**config.mk**
```make
export PLATFORM = sky130hd
export DESIGN_NAME = spi_flash_read_ctrl
export DESIGN_NICKNAME = d
export VERILOG_FILES = /design/src/rtl/spi_flash_read_ctrl.sv
export SDC_FILE = /design/constraint.sdc
export NUM_CORES = 1
export LEC_CHECK = 0
export CAP_MARGIN = 30
export CORE_ASPECT_RATIO = 1.75
export CORE_UTILIZATION = 54
export DETAILED_ROUTE_END_ITERATION = 7
export PLACE_DENSITY = 0.77
export REMOVE_ABC_BUFFERS = 1
export SLEW_MARGIN = 20
export SYNTH_ARGS = -nofsm -noshare
export SYNTH_HDL_FRONTEND = slang
export SYNTH_SLANG_ARGS = --single-unit
```
**constraint.sdc**
```tcl
create_clock -name clock -period 2.7 [get_ports clock]
set_input_delay 0.405 -clock clock [delete_from_list [all_inputs] [get_ports clock]]
set_output_delay 0.405 -clock clock [all_outputs]
set_load 0.05 [all_outputs]
```
**src/rtl/spi_flash_read_ctrl.sv**
```systemverilog
// SPI flash word reader: one READ (0x03) frame per request, 4 bytes returned little-endian.
// Latency: resp_valid rises 128*CLK_DIV+1 cycles after the accept cycle.
// Backpressure: one request in flight; req_ready low until the response handshake and the CS gap finish.
module spi_flash_read_ctrl #(
  parameter int CLK_DIV   = 2,
  parameter int ADDR_BITS = 24,
  parameter int CS_GAP    = 2
) (
  input  logic                 clock,
  input  logic                 reset,
  input  logic                 req_valid,
  output logic                 req_ready,
  input  logic [ADDR_BITS-1:0] req_addr,
  output logic                 resp_valid,
  input  logic                 resp_ready,
  output logic [31:0]          resp_data,
  output logic                 sck,
  output logic                 cs_0,
  output logic                 dq_0,
  input  logic                 dq_1
);

  localparam int DIV_W = (CLK_DIV > 1) ? $clog2(CLK_DIV) : 1;
  localparam int GAP_W = (CS_GAP > 1) ? $clog2(CS_GAP) : 1;
  localparam logic [DIV_W-1:0] DIV_LAST = DIV_W'(CLK_DIV - 1);
  localparam logic [GAP_W-1:0] GAP_LAST = GAP_W'(CS_GAP - 1);

  typedef enum logic [1:0] {IDLE, SHIFT, RESP, GAP} state_t;

  state_t            state_q, state_d;
  logic              sck_q, sck_d;
  logic              cs_q, cs_d;
  logic [63:0]       sreg_q, sreg_d;
  logic [31:0]       rx_q, rx_d;
  logic [6:0]        bit_cnt_q, bit_cnt_d;
  logic [DIV_W-1:0]  div_q, div_d;
  logic [GAP_W-1:0]  gap_q, gap_d;
  logic [31:0]       resp_data_q, resp_data_d;
  logic [23:0]       addr24;

  // The flash always sees a 24-bit address: narrow inputs are zero-extended, wide ones truncated.
  generate
    if (ADDR_BITS >= 24) begin : g_addr_trunc
      assign addr24 = req_addr[23:0];
    end else begin : g_addr_ext
      assign addr24 = {{(24-ADDR_BITS){1'b0}}, req_addr};
    end
  endgenerate

  assign req_ready  = (state_q == IDLE);
  assign resp_valid = (state_q == RESP);
  assign resp_data  = resp_data_q;
  assign sck        = sck_q;
  assign cs_0       = cs_q;
  assign dq_0       = sreg_q[63];

  // State register; reset drops cs_0 high and sck low immediately, aborting any frame.
  always_ff @(posedge clock) begin
    if (reset) begin
      state_q     <= IDLE;
      sck_q       <= 1'b0;
      cs_q        <= 1'b1;
      sreg_q      <= '0;
      rx_q        <= '0;
      bit_cnt_q   <= '0;
      div_q       <= '0;
      gap_q       <= '0;
      resp_data_q <= '0;
    end else begin
      state_q     <= state_d;
      sck_q       <= sck_d;
      cs_q        <= cs_d;
      sreg_q      <= sreg_d;
      rx_q        <= rx_d;
      bit_cnt_q   <= bit_cnt_d;
      div_q       <= div_d;
      gap_q       <= gap_d;
      resp_data_q <= resp_data_d;
    end
  end

  // Next-state: frame sequencing, sck generation, MOSI shift and MISO capture.
  always_comb begin
    state_d     = state_q;
    sck_d       = sck_q;
    cs_d        = cs_q;
    sreg_d      = sreg_q;
    rx_d        = rx_q;
    bit_cnt_d   = bit_cnt_q;
    div_d       = div_q;
    gap_d       = gap_q;
    resp_data_d = resp_data_q;
    unique case (state_q)
      IDLE: begin
        if (req_valid) begin
          state_d   = SHIFT;
          cs_d      = 1'b0;
          sck_d     = 1'b0;
          sreg_d    = {8'h03, addr24, 32'h0};
          rx_d      = '0;
          bit_cnt_d = '0;
          div_d     = '0;
        end
      end
      SHIFT: begin
        if (div_q == DIV_LAST) begin
          div_d = '0;
          if (!sck_q) begin
            // Rising edge: the flash has had a full half-period to present the read bit.
            sck_d     = 1'b1;
            bit_cnt_d = bit_cnt_q + 7'd1;
            if (bit_cnt_q[5]) begin
              rx_d = {rx_q[30:0], dq_1};
            end
          end else if (bit_cnt_q == 7'd64) begin
            // The falling point after the last rise closes the frame instead of shifting.
            sck_d       = 1'b0;
            cs_d        = 1'b1;
            state_d     = RESP;
            resp_data_d = {rx_q[7:0], rx_q[15:8], rx_q[23:16], rx_q[31:24]};
          end else begin
            sck_d  = 1'b0;
            sreg_d = {sreg_q[62:0], 1'b0};
          end
        end else begin
          div_d = div_q + DIV_W'(1);
        end
      end
      RESP: begin
        if (resp_ready) begin
          state_d = GAP;
          gap_d   = '0;
        end
      end
      GAP: begin
        if (gap_q == GAP_LAST) begin
          state_d = IDLE;
        end else begin
          gap_d = gap_q + GAP_W'(1);
        end
      end
      default: state_d = IDLE;
    endcase
  end

endmodule

```
# ---- Word-level counts from Yosys, hierarchy flattened
# Cells that the tools add are included.
dict set report word_totals {
  elab_cells 71
  regBits 141
  inputBits 29
}
dict set report op_classes {
  n_eq_ne 13
  reduce_logical 12
  muxes 34
  n_addsub 3
}
# operator count
set ops {}
lappend ops {{2-to-1 mux 64 bit} 4}
lappend ops {{2-to-1 mux 32 bit} 4}
lappend ops {{one-hot mux 64 bit (2 select lines)} 1}
lappend ops {{one-hot mux 32 bit (2 select lines)} 1}
lappend ops {{2-to-1 mux 7 bit} 3}
lappend ops {{inequality test 2 bit (second input constant)} 8}
lappend ops {{AND reduction 5 bit} 3}
lappend ops {{one-hot mux 7 bit (2 select lines)} 1}
lappend ops {{2-to-1 mux 2 bit} 6}
lappend ops {{2-to-1 mux 1 bit} 9}
lappend ops {{one-hot mux 1 bit (2 select lines)} 4}
lappend ops {{one-hot mux 2 bit (4 select lines)} 1}
lappend ops {{AND reduction 4 bit} 2}
lappend ops {{adder 7 x 1 -> 7 bit (second input constant)} 1}
lappend ops {{equality test 7 bit (second input constant)} 1}
lappend ops {{AND reduction 6 bit} 1}
lappend ops {{equality test 2 bit (second input constant)} 2}
lappend ops {{AND reduction 2 bit} 2}
lappend ops {{nonzero test 2 bit} 2}
lappend ops {{AND reduction 3 bit} 1}
lappend ops {{adder 1 bit (second input constant)} 2}
lappend ops {{equality test 2 x 1 -> 1 bit (second input constant)} 1}
lappend ops {{zero test 2 bit} 1}
lappend ops {{inequality test 2 x 1 -> 1 bit (second input constant)} 1}

# ---- Logic depth before layout (Yosys ltp)
dict set report logic_depth {
  ltp_word 5
  depth_mapped 9
  mapped_depth_nobuf 6
}

# ---- Worst setup path after synthesis
# Ideal clock, no wire load.
dict set report synth_path {
  path_type {reg-to-reg}
  start {reg state_q[0]}
  end {reg sreg_q[36]}
  required_ns 2.566
  path_slack_ns 0.405
  arrival_time_ns 2.161
  stages_incl_launch_ff 8
  path_buffers 2
  period_less_slack_ns 2.295
  path_cell_list {dfxtp_1 -> inv_1 -> ha_1 -> mux2i_1 -> a221oi_2 -> clkbuf_1 -> buf_2 -> a211oi_1}
}
dict set report synth_between {
  elab_chain_len 3
  elab_cells_between_ends 9
  cone_classes {eq/ne (5); mux (1); reduce/logical (3)}
}
# element line
set synth_lines {}
lappend synth_lines {{start, declared} 30} ;# state_t state_q, state_d;
lappend synth_lines {{start signal, assigned} 70} ;# state_q <= state_d;
lappend synth_lines {{zero test 2 bit (*)} --}
lappend synth_lines {{via req_ready} 12} ;# output logic req_ready,
lappend synth_lines {{inequality test 2 bit (no line) / nonzero test 2 bit (equally long branches)} --}
lappend synth_lines {{AND reduction 5 bit (no line)} --}
lappend synth_lines {{end signal, assigned} 73} ;# sreg_q <= sreg_d;
lappend synth_lines {{end, declared} 33} ;# logic [63:0] sreg_q, sreg_d;
# Mark *: on every way through the listed nets, which the timed path passes. The rest lies on a longest branch.
# A chain may end at the register's enable or synchronous reset.

# ---- Worst setup path after layout
dict set report layout_path {
  start {reg state_q[0]}
  end {out req_ready}
}
dict set report layout_between {
  elab_chain_len 1
}
# element line
set layout_lines {}
lappend layout_lines {{zero test 2 bit} 50} ;# assign req_ready = (state_q == IDLE);
lappend layout_lines {{end, declared} 12}
# No other way between the ends.

==> results.md <==
- Most instantiated cells after synthesis: dfxtp_1, nand2_1, a21oi_1
- Vias in the first global route: 3521
- Cell taking the most area after synthesis: dfxtp_1
- Syn. warnings: 0
- Register area share after synthesis: 49.1%
- Clk sink count: 109
- Row cnt: 43
- Worst vdd ir: 0.700 mV
- Synth top area share: 49.1%
- Clock Pin Slew Worst Setup and Hold Paths: 0.07 ns
- Final Skew: 0.0100 ns
- Share of cells above drive strength 1: 7.71%
- Worst setup margin: 0.352 ns
- GR Layer Usage met3: 4.47%
- Met2 usage: 40.4%
- Vias: 3686
- Critical path required time: 2.30 ns
- Dpl ws: 0.452 ns
- Routed Antenna Nets: 0
- CP Launch Type: flip-flop
- Number of buffers inserted by post-CTS setup repair: 0
- First-pass GRT wire length: 15200 um
- CP Max Fanout: 6
- CP Capture Type: output pin
- # resized after CTS: 0
- Post-synth top flop: dfxtp_1
- Placed cell areas: 5140 um2
- Area grow syn2layout: 23.7%
- Largest net degree at the start of global routing: 64
- Max cap viols: 0
- Final setup violation count: 0
- Die area: 8610 um2
- Cell area after layout: 5500 um2
- Status: finished, violations left
- GRT met1 Usage: 24.0%
- Cell Area, Synth: 4440 um2
- Fmax: 426 MHz
- Number of synthesized flops with an enable pin: 0
- Hold Path Class: reg -> reg
- Violated checks: DRC
- Clock buffer count from CTS: 9
- Initial Util: 55.8%
- H-Tree Depth: 3
- Vias/cell: 5.58
- Slew Viols, Final: 0
- Slew margin rel.: 36.3%
- Cell with the most instances after synthesis: dfxtp_1
- Fraction of registers with async set/reset: 0%
- Total power: 4.82 mW
- I/O Buffers: 65
- Worst-Margin Slew: 0.928 ns
- Final Hold Fails: 0
- Post-Route WL: 8910 um
- Fin crit period: 2.35 ns
- Yosys cell types: 40
- GR Overflow Total: 0
- Power Density: 877 nW/um2
- Hold WS: 0.454 ns
- Initial DRC count: 288
- Arr. time, crit path: 1.94 ns
- Detailed placer's ending HPWL: 5750 um
- Post-route clock period utilization: 87.0%
- CTS tree: done
- # IOs: 66
- Drt pass-1 iters: 7
- Max Root-Sink Buffers: 2
- Core area: 7960 um2
- Hold-fix buffers, CTS: 0
- RSZ-0062 raised after global routing: no
- Die height: 122 um
- N_diodes: 0
- Wirelength per Cell: 13.5 um
- Initial antenna violation count: 0
- Horiz. Die Dim: 70.6 um
- #FFs+latches synth: 109
- CTS root buf: clkbuf_16
- Clk_lat worst skew: 0.34 ns
- Setup TNS: 0 ns
- Avg Synthesized Cell Area: 8.60 um2
- WS Path Type: reg -> out
- Residual DRC: 11
- Synth area leaders: dfxtp_1, a21oi_1, nand2_1
- Tot GR Track Use: 22.1%
- GRT Max-Usage Layer: met2
- Routability Congestion: 0.728
- Final nets: 602
- Mapped Cells: 517
- Leakage power: 1.83 nW
## registers in the layout (all words and copies together) (netlist names)
register / flops
div_q: 1
sck: 1
rx_q: 32
cs_0: 1
gap_q: 1
state_q: 2
resp_data: 32
sreg_q: 32
bit_cnt_q: 7
## cell usage in the layout, fill, tap and decap left out, types with 9 or more instances in the layout
master and instances:
a211oi_1 25, nand2_2 10, nand3_1 34, clkdlybuf4s50_1 64, a21oi_1 72, mux2i_1 24, nand2_1 93, clkbuf_16 9
inv_1 9, dfxtp_1 109, nor2_1 40, buf_4 11
## final timing paths
check,start,to,slack (ns),depth (start not counted)
setup / recovery,state_q[0]$_SDFFE_PP0P_,req_ready,0.35,3
hold reg to reg,resp_data[28]$_SDFFE_PP0P_,resp_data[28]$_SDFFE_PP0P_,0.45,2
setup reg to reg,state_q[0]$_SDFFE_PP0P_,sreg_q[32]$_SDFFE_PP0P_,0.49,6
hold / removal,resp_data[28]$_SDFFE_PP0P_,resp_data[28]$_SDFFE_PP0P_,0.45,2
## report_power, final
part	switching (mW)	internal, mW	total [mW]	leakage, nW
sequential	0.123	1.81	1.93	0.884
clock	0.585	0.938	1.52	0.170
combinational	0.868	0.497	1.36	0.779
total	1.58	3.24	4.82	1.83
## routing by layer
layer  share of wire [%]  vias up  wire (um)
li1                    -     1882          -
met1                  43     1737       3790
met2                  54       61       4810
met3                 2.5        6        219
met4                 1.0        0         89
met5                   0        -          0
## final cells by class
| class | instances | area (um2) |
|---|---|---|
| Multi-Input combinational cell | 361 | 2070 |
| Inverter | 9 | 33.8 |
| Tap cell | 90 | 113 |
| Sequential cell | 109 | 2180 |
| Fill cell | 661 | 2460 |
| Clock buffer | 10 | 239 |
| Clock inverter | 6 | 115 |
| Timing Repair Buffer | 76 | 743 |
## critical path, cell delays in order, from the launching register on
cell and delay [ns]:
dfxtp_1 0.34, inv_1 0.12, ha_1 0.29, clkdlybuf4s50_1 0.85
## cells by family (layout without fill, tap and decap cells)
logic type | after synthesis | in the layout | synth area share, %
mux | 25 | 25 | 5.66
flops | 109 | 109 | 49.1
compound gates | 123 | 123 | 16.9
simple gates | 201 | 201 | 20.6
fa+ha+maj | 7 | 7 | 1.97
xor+xnor | 5 | 5 | 0.985
buf+inv | 47 | 101 | 4.73
## per-stage QoR
| stage | utilization (%) | cells |
|---|---|---|
| after floorplan | - | 479 |
| after global placement | 64.6 | 645 |
| after detailed placement | 64.6 | 645 |
| after CTS | 69.0 | 661 |
| after global routing | 69.0 | 661 |
| final | 69.0 | 661 |
No activity file was read; power rests on OpenSTA's default activity.
